[src/rtl/multicycle_control_if.sv]
// Control bundle between the multicycle controller (master) and its datapath (slave).
// Carries instruction/status inputs, all control outputs, state code and the illegal flag.
interface multicycle_control_if;
    logic [5:0] opcode;
    logic       zero;
    logic       mem_ready;

    logic       pc_en;
    logic       IorD;
    logic       MemRead;
    logic       MemWrite;
    logic       IRWrite;
    logic       MemtoReg;
    logic       RegDst;
    logic       RegWrite;
    logic       ALUSrcA;
    logic [1:0] ALUSrcB;
    logic [5:0] ALUOP;
    logic [1:0] PCSource;

    logic [3:0] state;
    logic       illegal;

    modport master (
        input  opcode, zero, mem_ready,
        output pc_en, IorD, MemRead, MemWrite, IRWrite, MemtoReg, RegDst, RegWrite,
               ALUSrcA, ALUSrcB, ALUOP, PCSource, state, illegal
    );

    modport slave (
        output opcode, zero, mem_ready,
        input  pc_en, IorD, MemRead, MemWrite, IRWrite, MemtoReg, RegDst, RegWrite,
               ALUSrcA, ALUSrcB, ALUOP, PCSource, state, illegal
    );
endinterface

[src/rtl/multicycle_control.sv]
// Moore control FSM for a multicycle MIPS-style datapath with a sticky illegal-opcode flag.
// Optional macro JUMP_EN adds the JUMP state for opcode 000010 (otherwise it is illegal).
module multicycle_control (
    input  logic                 clk,
    input  logic                 reset,
    multicycle_control_if.master bus
);
    localparam logic [3:0] S_FETCH   = 4'd0;
    localparam logic [3:0] S_DECODE  = 4'd1;
    localparam logic [3:0] S_MEMADR  = 4'd2;
    localparam logic [3:0] S_MEMRD   = 4'd3;
    localparam logic [3:0] S_MEMWB   = 4'd4;
    localparam logic [3:0] S_MEMWR   = 4'd5;
    localparam logic [3:0] S_EXEC    = 4'd6;
    localparam logic [3:0] S_ALUWB   = 4'd7;
    localparam logic [3:0] S_BRANCH  = 4'd8;
    localparam logic [3:0] S_ADDI_EX = 4'd10;
    localparam logic [3:0] S_ADDI_WB = 4'd11;

    localparam logic [5:0] OP_RTYPE = 6'b000000;
    localparam logic [5:0] OP_LW    = 6'b100011;
    localparam logic [5:0] OP_SW    = 6'b101011;
    localparam logic [5:0] OP_BEQ   = 6'b000100;
    localparam logic [5:0] OP_ADDI  = 6'b001000;

`ifdef JUMP_EN
    localparam logic [3:0] S_JUMP   = 4'd9;
    localparam logic [5:0] OP_J     = 6'b000010;
`endif

    logic [3:0] state_q, state_d;
    logic       illegal_q, illegal_d;
    logic       decode_illegal;

    logic       pc_en, iord, mem_read, mem_write, ir_write;
    logic       mem_to_reg, reg_dst, reg_write, alu_src_a;
    logic [1:0] alu_src_b;
    logic [5:0] alu_op;
    logic [1:0] pc_source;

    always_comb begin
        state_d        = S_FETCH;
        decode_illegal = 1'b0;
        case (state_q)
            S_FETCH:   state_d = bus.mem_ready ? S_DECODE : S_FETCH;
            S_DECODE: begin
                case (bus.opcode)
                    OP_RTYPE:      state_d = S_EXEC;
                    OP_LW, OP_SW:  state_d = S_MEMADR;
                    OP_BEQ:        state_d = S_BRANCH;
                    OP_ADDI:       state_d = S_ADDI_EX;
`ifdef JUMP_EN
                    OP_J:          state_d = S_JUMP;
`endif
                    default: begin
                        state_d        = S_FETCH;
                        decode_illegal = 1'b1;
                    end
                endcase
            end
            S_MEMADR:  state_d = (bus.opcode == OP_LW) ? S_MEMRD : S_MEMWR;
            S_MEMRD:   state_d = bus.mem_ready ? S_MEMWB : S_MEMRD;
            S_MEMWB:   state_d = S_FETCH;
            S_MEMWR:   state_d = bus.mem_ready ? S_FETCH : S_MEMWR;
            S_EXEC:    state_d = S_ALUWB;
            S_ALUWB:   state_d = S_FETCH;
            S_BRANCH:  state_d = S_FETCH;
            S_ADDI_EX: state_d = S_ADDI_WB;
            S_ADDI_WB: state_d = S_FETCH;
            default:   state_d = S_FETCH;
        endcase
        illegal_d = illegal_q | decode_illegal;
    end

    always_ff @(posedge clk) begin
        if (reset) begin
            state_q   <= S_FETCH;
            illegal_q <= 1'b0;
        end else begin
            state_q   <= state_d;
            illegal_q <= illegal_d;
        end
    end

    // Reset masks every control line so no memory or register write can slip out mid-reset.
    always_comb begin
        pc_en      = 1'b0;
        iord       = 1'b0;
        mem_read   = 1'b0;
        mem_write  = 1'b0;
        ir_write   = 1'b0;
        mem_to_reg = 1'b0;
        reg_dst    = 1'b0;
        reg_write  = 1'b0;
        alu_src_a  = 1'b0;
        alu_src_b  = 2'b00;
        alu_op     = 6'd0;
        pc_source  = 2'b00;
        if (!reset) begin
            case (state_q)
                S_FETCH: begin
                    mem_read  = 1'b1;
                    alu_src_b = 2'b01;
                    ir_write  = bus.mem_ready;
                    pc_en     = bus.mem_ready;
                end
                S_DECODE:  alu_src_b = 2'b11;
                S_MEMADR: begin
                    alu_src_a = 1'b1;
                    alu_src_b = 2'b10;
                end
                S_MEMRD: begin
                    mem_read = 1'b1;
                    iord     = 1'b1;
                end
                S_MEMWB: begin
                    reg_write  = 1'b1;
                    mem_to_reg = 1'b1;
                end
                S_MEMWR: begin
                    mem_write = 1'b1;
                    iord      = 1'b1;
                end
                S_EXEC: begin
                    alu_src_a = 1'b1;
                    alu_op    = 6'd2;
                end
                S_ALUWB: begin
                    reg_write = 1'b1;
                    reg_dst   = 1'b1;
                end
                S_BRANCH: begin
                    alu_src_a = 1'b1;
                    alu_op    = 6'd1;
                    pc_source = 2'b01;
                    pc_en     = bus.zero;
                end
`ifdef JUMP_EN
                S_JUMP: begin
                    pc_source = 2'b10;
                    pc_en     = 1'b1;
                end
`endif
                S_ADDI_EX: begin
                    alu_src_a = 1'b1;
                    alu_src_b = 2'b10;
                end
                S_ADDI_WB: reg_write = 1'b1;
                default: ;
            endcase
        end
    end

    assign bus.pc_en    = pc_en;
    assign bus.IorD     = iord;
    assign bus.MemRead  = mem_read;
    assign bus.MemWrite = mem_write;
    assign bus.IRWrite  = ir_write;
    assign bus.MemtoReg = mem_to_reg;
    assign bus.RegDst   = reg_dst;
    assign bus.RegWrite = reg_write;
    assign bus.ALUSrcA  = alu_src_a;
    assign bus.ALUSrcB  = alu_src_b;
    assign bus.ALUOP    = alu_op;
    assign bus.PCSource = pc_source;
    assign bus.state    = state_q;
    assign bus.illegal  = illegal_q;
endmodule

[src/flat_wrapper.sv]
// flat-port wrapper written by rule: the top's interface ports become plain ports
module multicycle_control_flat 
  (clk, reset, bus_opcode, bus_zero, bus_mem_ready, bus_pc_en, bus_IorD, bus_MemRead, bus_MemWrite, bus_IRWrite, bus_MemtoReg, bus_RegDst, bus_RegWrite, bus_ALUSrcA, bus_ALUSrcB, bus_ALUOP, bus_PCSource, bus_state, bus_illegal);
  multicycle_control_if bus_i ();
  input  logic clk;
  input  logic reset;
  input wire logic [$bits(bus_i.opcode)-1:0] bus_opcode;
  input wire logic [$bits(bus_i.zero)-1:0] bus_zero;
  input wire logic [$bits(bus_i.mem_ready)-1:0] bus_mem_ready;
  output wire logic [$bits(bus_i.pc_en)-1:0] bus_pc_en;
  output wire logic [$bits(bus_i.IorD)-1:0] bus_IorD;
  output wire logic [$bits(bus_i.MemRead)-1:0] bus_MemRead;
  output wire logic [$bits(bus_i.MemWrite)-1:0] bus_MemWrite;
  output wire logic [$bits(bus_i.IRWrite)-1:0] bus_IRWrite;
  output wire logic [$bits(bus_i.MemtoReg)-1:0] bus_MemtoReg;
  output wire logic [$bits(bus_i.RegDst)-1:0] bus_RegDst;
  output wire logic [$bits(bus_i.RegWrite)-1:0] bus_RegWrite;
  output wire logic [$bits(bus_i.ALUSrcA)-1:0] bus_ALUSrcA;
  output wire logic [$bits(bus_i.ALUSrcB)-1:0] bus_ALUSrcB;
  output wire logic [$bits(bus_i.ALUOP)-1:0] bus_ALUOP;
  output wire logic [$bits(bus_i.PCSource)-1:0] bus_PCSource;
  output wire logic [$bits(bus_i.state)-1:0] bus_state;
  output wire logic [$bits(bus_i.illegal)-1:0] bus_illegal;
  assign bus_i.opcode = bus_opcode;
  assign bus_i.zero = bus_zero;
  assign bus_i.mem_ready = bus_mem_ready;
  assign bus_pc_en = bus_i.pc_en;
  assign bus_IorD = bus_i.IorD;
  assign bus_MemRead = bus_i.MemRead;
  assign bus_MemWrite = bus_i.MemWrite;
  assign bus_IRWrite = bus_i.IRWrite;
  assign bus_MemtoReg = bus_i.MemtoReg;
  assign bus_RegDst = bus_i.RegDst;
  assign bus_RegWrite = bus_i.RegWrite;
  assign bus_ALUSrcA = bus_i.ALUSrcA;
  assign bus_ALUSrcB = bus_i.ALUSrcB;
  assign bus_ALUOP = bus_i.ALUOP;
  assign bus_PCSource = bus_i.PCSource;
  assign bus_state = bus_i.state;
  assign bus_illegal = bus_i.illegal;
  multicycle_control u_core (.clk(clk), .reset(reset), .bus(bus_i));
endmodule
[config.mk]
export PLATFORM = sky130hd
export DESIGN_NAME = multicycle_control_flat
export DESIGN_NICKNAME = d
export VERILOG_FILES = /design/src/rtl/multicycle_control_if.sv /design/src/rtl/multicycle_control.sv /design/src/flat_wrapper.sv
export SDC_FILE = /design/constraint.sdc
export NUM_CORES = 1
export LEC_CHECK = 0
export CELL_PAD_IN_SITES_DETAIL_PLACEMENT = 1
export CELL_PAD_IN_SITES_GLOBAL_PLACEMENT = 2
export CORE_ASPECT_RATIO = 0.5
export CORE_UTILIZATION = 16
export DETAILED_ROUTE_END_ITERATION = 8
export PLACE_DENSITY = 0.84
export REMOVE_ABC_BUFFERS = 1
export SYNTH_ARGS = -nofsm -noshare
export SYNTH_HDL_FRONTEND = slang
export SYNTH_SLANG_ARGS = --single-unit
[constraint.sdc]
create_clock -name clk -period 1.25 [get_ports clk]
set_input_delay 0.125 -clock clk [delete_from_list [all_inputs] [get_ports clk]]
set_output_delay 0.125 -clock clk [all_outputs]
set_load 0.005 [all_outputs]
# --- Word level (Yosys, flattened, before mapping) ---
# Index checks and enable logic that the tools add are counted.
totals:
  regBits: 5
  input_bits: 10
  out_inout_bits: 24
  elab_cells: 58
classes:
  n_eq_ne: 14
  muxes: 32
  n_bitwise: 1
  n_reduce_logical: 9
op_table:
  columns: ["op", "count"]
  rows:
  - ["4-bit one-hot mux with 7 select lines", 1]
  - ["1-bit two-way mux", 21]
  - ["4-bit by 3-bit == test with 1-bit output (second input constant)", 4]
  - ["4-bit one-hot mux with 4 select lines", 1]
  - ["4-bit == test (second input constant)", 3]
  - ["6-bit == test (second input constant)", 2]
  - ["3-bit two-way mux", 3]
  - ["4-bit by 2-bit == test with 1-bit output (second input constant)", 2]
  - ["2-bit OR reduction", 4]
  - ["6-bit by 3-bit == test with 1-bit output (second input constant)", 1]
  - ["6-bit by 4-bit == test with 1-bit output (second input constant)", 1]
  - ["6-bit logical NOT", 1]
  - ["6-bit two-way mux", 1]
  - ["2-bit one-hot mux with 3 select lines", 1]
  - ["5-bit OR reduction", 1]
  - ["4-bit by 1-bit == test with 1-bit output (second input constant)", 1]
  - ["4-bit logical NOT", 1]
  - ["2-bit two-way mux", 2]
  - ["2-bit one-hot mux with 2 select lines", 1]
  - ["4-bit OR reduction", 1]
  - ["3-bit OR reduction", 1]
  - ["1-bit one-hot mux with 2 select lines", 1]
  - ["1-bit OR", 1]

# --- Longest topological paths before layout ---
logic_depth:
  depth_word: 5
  mapped_depth: 5
  depth_no_buf: 4

# --- Worst setup path before layout ---
# No wires, ideal clock.
synth_timing:
  kind: "reg-to-output"
  startpoint: "reg u_core.state_q[1], in the netlist u_core.bus.state[1]"
  endpoint: "out bus_pc_en"
  arrival_time_ns: 1.050
  t_required_ns: 1.125
  slack_ns: 0.075
  stages_incl_launch_ff: 5
  n_path_buf: 1
  path_cell_list: "dfxtp_1 -> buf_4 -> nor3_1 -> and3_1 -> a21o_1"
synth_via:
  elab_chain_cells: 3
  word_cells_on_any_way: 4
  cone_classes: "eq/ne: 1; mux: 2; reduce/logical: 1"
synth_rtl:
  columns: ["element", "line_no", "rtl"]
  rows:
  - ["from (decl)", "multicycle_control.sv:31", "logic [3:0] state_q, state_d;"]
  - ["from (signal assigned)", "multicycle_control.sv:80", "state_q <= state_d;"]
  - ["4-bit == test or 4-bit logical NOT (tied branches)", "multicycle_control.sv:100", "case (state_q)"]
  - ["1-bit one-hot mux with 2 select lines (*)", "multicycle_control.sv:100", null]
  - ["1-bit two-way mux (*)", "multicycle_control.sv:99", "if (!reset) begin"]
  - ["to (decl)", "flat_wrapper.sv:10", "output wire logic [$bits(bus_i.pc_en)-1:0] bus_pc_en;"]
# Mark *: on every way between the ends. The rest lies on a longest branch, timed or not.

# --- Worst setup path in the final report ---
# Ends and elaborated chain as after synthesis.

==> flow_metrics.tcl <==
set metrics [dict create \
    status "complete, but fails checks" \
    violations "DRC, setup timing" \
    p_sw_mw 0.199 \
    placed_cell_area_sq_mm 0.00110 \
    hp-class "reg2reg" \
    htree_levels 1 \
    clk_pin_slew_worst_paths_ns 0.04 \
    min_delay_path_depth 2 \
    power.leakage_nw 0.634 \
    netlist_area_sq_um 588 \
    die_area_sq_mm 0.00394 \
    grt_antenna_before_repair 0 \
    period_share_pct 113 \
    drive_gt1_share_pct 59.5 \
    swShare_pct 28.5 \
    final_cell_mix "buf_4 (34), buf_2 (13), nor2_1 (10)" \
    yosysWarnings 0 \
    fin_area_sq_mm 0.00138 \
    synthCells 85 \
    rows 15 \
    comb_power_share_pct 30.0 \
    cp.arrival_ns 1.29 \
    finalWorstSetupSlack_ns -0.164 \
    cts_tree "done" \
    grt-ovfl-total 0 \
    drt_iter0_markers 26 \
    synth_flop_cell "dfxtp_1" \
    via_per_inst 4.46 \
    synth_edf_count 0 \
    place_inst 186 \
    wl_um 3050 \
    rsz0062_at_grt "yes" \
    wl_per_cell_um 15.0 \
    p_per_area_mw_per_mm2 506 \
    instances_no_fill 204 \
    portBuffers 28 \
    ys_top_cells_by_area "dfxtp_1 (17%), buf_4 (10%), nor3_1 (8.5%)" \
    drc 2 \
    max_freq_mhz 707 \
    crit_type "reg2out" \
    core_sq_mm 0.00347 \
    syn_to_final_growth_pct 134 \
    routed-via-count 909 \
    yosys.area.top_type "dfxtp_1" \
    ys_seq_area_share_pct 17.0 \
    min_period_ns 1.41 \
    setup_viol_count_final 16 \
    first_global_vias 906 \
    n_antenna_cell 0 \
    first_pass_iters 6 \
    num_io_pins 34 \
    setup_tns_ns -1.56 \
    p_int_mw 0.498 \
    grt_start_max_net_pins 11 \
    path_max_fanout 6 \
    dieWidth_um 87.7 \
    r2r-start "u_core.bus.state[3]" \
    fin_skew_ns 0.00769 \
    grt_usage_pct 14.7 \
    maxCapViolCount 0 \
    avgSynthCellArea_sq_um 6.92 \
    slew_viol_final 0 \
    start_util_pct 16.9 \
    finalPower_mw 0.697 \
    place.gp.congestion 0.794 \
    synthArstFlopShare_pct 0 \
    r2r_end "u_core.bus.state[1]" \
    yosysUniqueCellTypes 37 \
    clkLatencyLatePin_ns 0.23 \
    cts_buffers 3 \
    fp.dieH_um 44.9 \
    clk_root_buffer_cell "clkbuf_8" \
    fin_nets 164 \
    ys_ff_latch 5 \
    antenna_left 0 \
    reg2reg_depth 5 \
    start_kind "flip-flop" \
    r2r_setup_slack_ns -0.16 \
    worstPathRequired_ns 1.12 \
    hold_violations 0 \
    end_kind "output pin" \
    worstHoldStart "u_core.bus.illegal" \
    clockBufferDepth 2 \
    place_hpwl_um 1800 \
    grt_first_pass_wirelength_um 4290 \
    final_common_cell "buf_4" \
    hold_end "u_core.bus.illegal" \
    ir_drop_mv 0.245 \
    synth_top_area_share_pct 17.0 \
    p_clk_share_pct 45.7 \
    pwr-share-seq_pct 24.3 \
    cts_sinks 5 \
]
[synth_stat cells (all sizes together) (2+ instances only)]
cell    number
nor3        10
or3          2
or2          2
and3         4
dfxtp        5
a21oi        7
o22ai        2
nor4         3
xnor2        2
o21ai        2
nand2b       4
nor2        11
a21o         2
nor2b        2
buf          9
[power groups by stage]
stage               Combinational [mW]  Sequential [mW]  Clock [mW]
finish                           0.209            0.169       0.319
floorplan                       0.0489            0.177           0
detailed placement               0.172            0.178           0
global placement                 0.169            0.178           0
CTS                              0.194            0.170       0.313
global route                     0.224            0.170       0.332
[metal layers]
| metal | part of all wire, % | up-vias | routed length [um] | GRT usage, % |
|---|---|---|---|---|
| met5 | 0 | - | 0 | 0 |
| met4 | 1.2 | 0 | 38 | 8.20 |
| met3 | 2.7 | 5 | 83 | 2.19 |
| met2 | 52 | 23 | 1570 | 26.2 |
| met1 | 44 | 446 | 1360 | 17.5 |
| li1 | - | 435 | - | - |
[final cells by class]
class,instances,area [sq um]
timing repair buffer,70,573
clock buffer,4,45.0
fill,433,2090
sequential,5,115
tap,51,63.8
inverter,1,3.75
multi-input combinational,73,578
[worst max path at each step]
stage          slack, ns  cells past startpoint           startpoint                   to
2_1_floorplan      -0.07                      4  u_core.bus.state[1]  u_core.bus.state[2]
3_3_place_gp       -0.52                      3                reset          bus_ALUSrcA
3_5_place_dp       -0.56                      5                reset            bus_pc_en
4_1_cts            -0.16                      6  u_core.bus.state[1]  u_core.bus.state[2]
5_1_grt            -0.21                      5  u_core.bus.state[1]            bus_pc_en
6_report           -0.16                      5  u_core.bus.state[1]            bus_pc_en
[flip-flops by register name (all words and copies together) (netlist names)]
name / cells
u_core.bus.state: 4
u_core.bus.illegal: 1
[per-stage QoR]
| stage | worst slack, ns | hold slack [ns] | utilization [%] |
|---|---|---|---|
| 3_3_place_gp | -0.516 | 0.476 | 31.7 |
| 4_1_cts | -0.155 | 0.489 | 36.9 |
| 6_report | -0.164 | 0.482 | 39.7 |
| 2_1_floorplan | -0.0653 | 0.197 | - |
| 5_1_grt | -0.209 | 0.529 | 39.7 |
| 3_5_place_dp | -0.561 | 0.476 | 31.7 |
[worst max-delay path, cell delays in order (launching register included)]
cell	delay [ns]
dfxtp_4	0.37
nor3_4	0.19
buf_4	0.14
and3_4	0.17
a21o_1	0.08
buf_2	0.10
[what timing repair did]
item	in CTS	in global routing
buffers inserted	10	4
hold endpoints to repair	0	0
endpoints found under the setup margin	23	20
pin swaps	11	6
resized for setup	94	16
cloned	0	0
hold buffers	0	0
[kinds of logic after synthesis]
family	count (synthesis)	share of synthesized area, %
compound gates	22	26.2
xor+xnor	2	2.98
buf+inv	11	12.3
flops	5	17.0
other cells	1	0.638
simple gates	44	40.9
(Power assumes the default switching activity.)
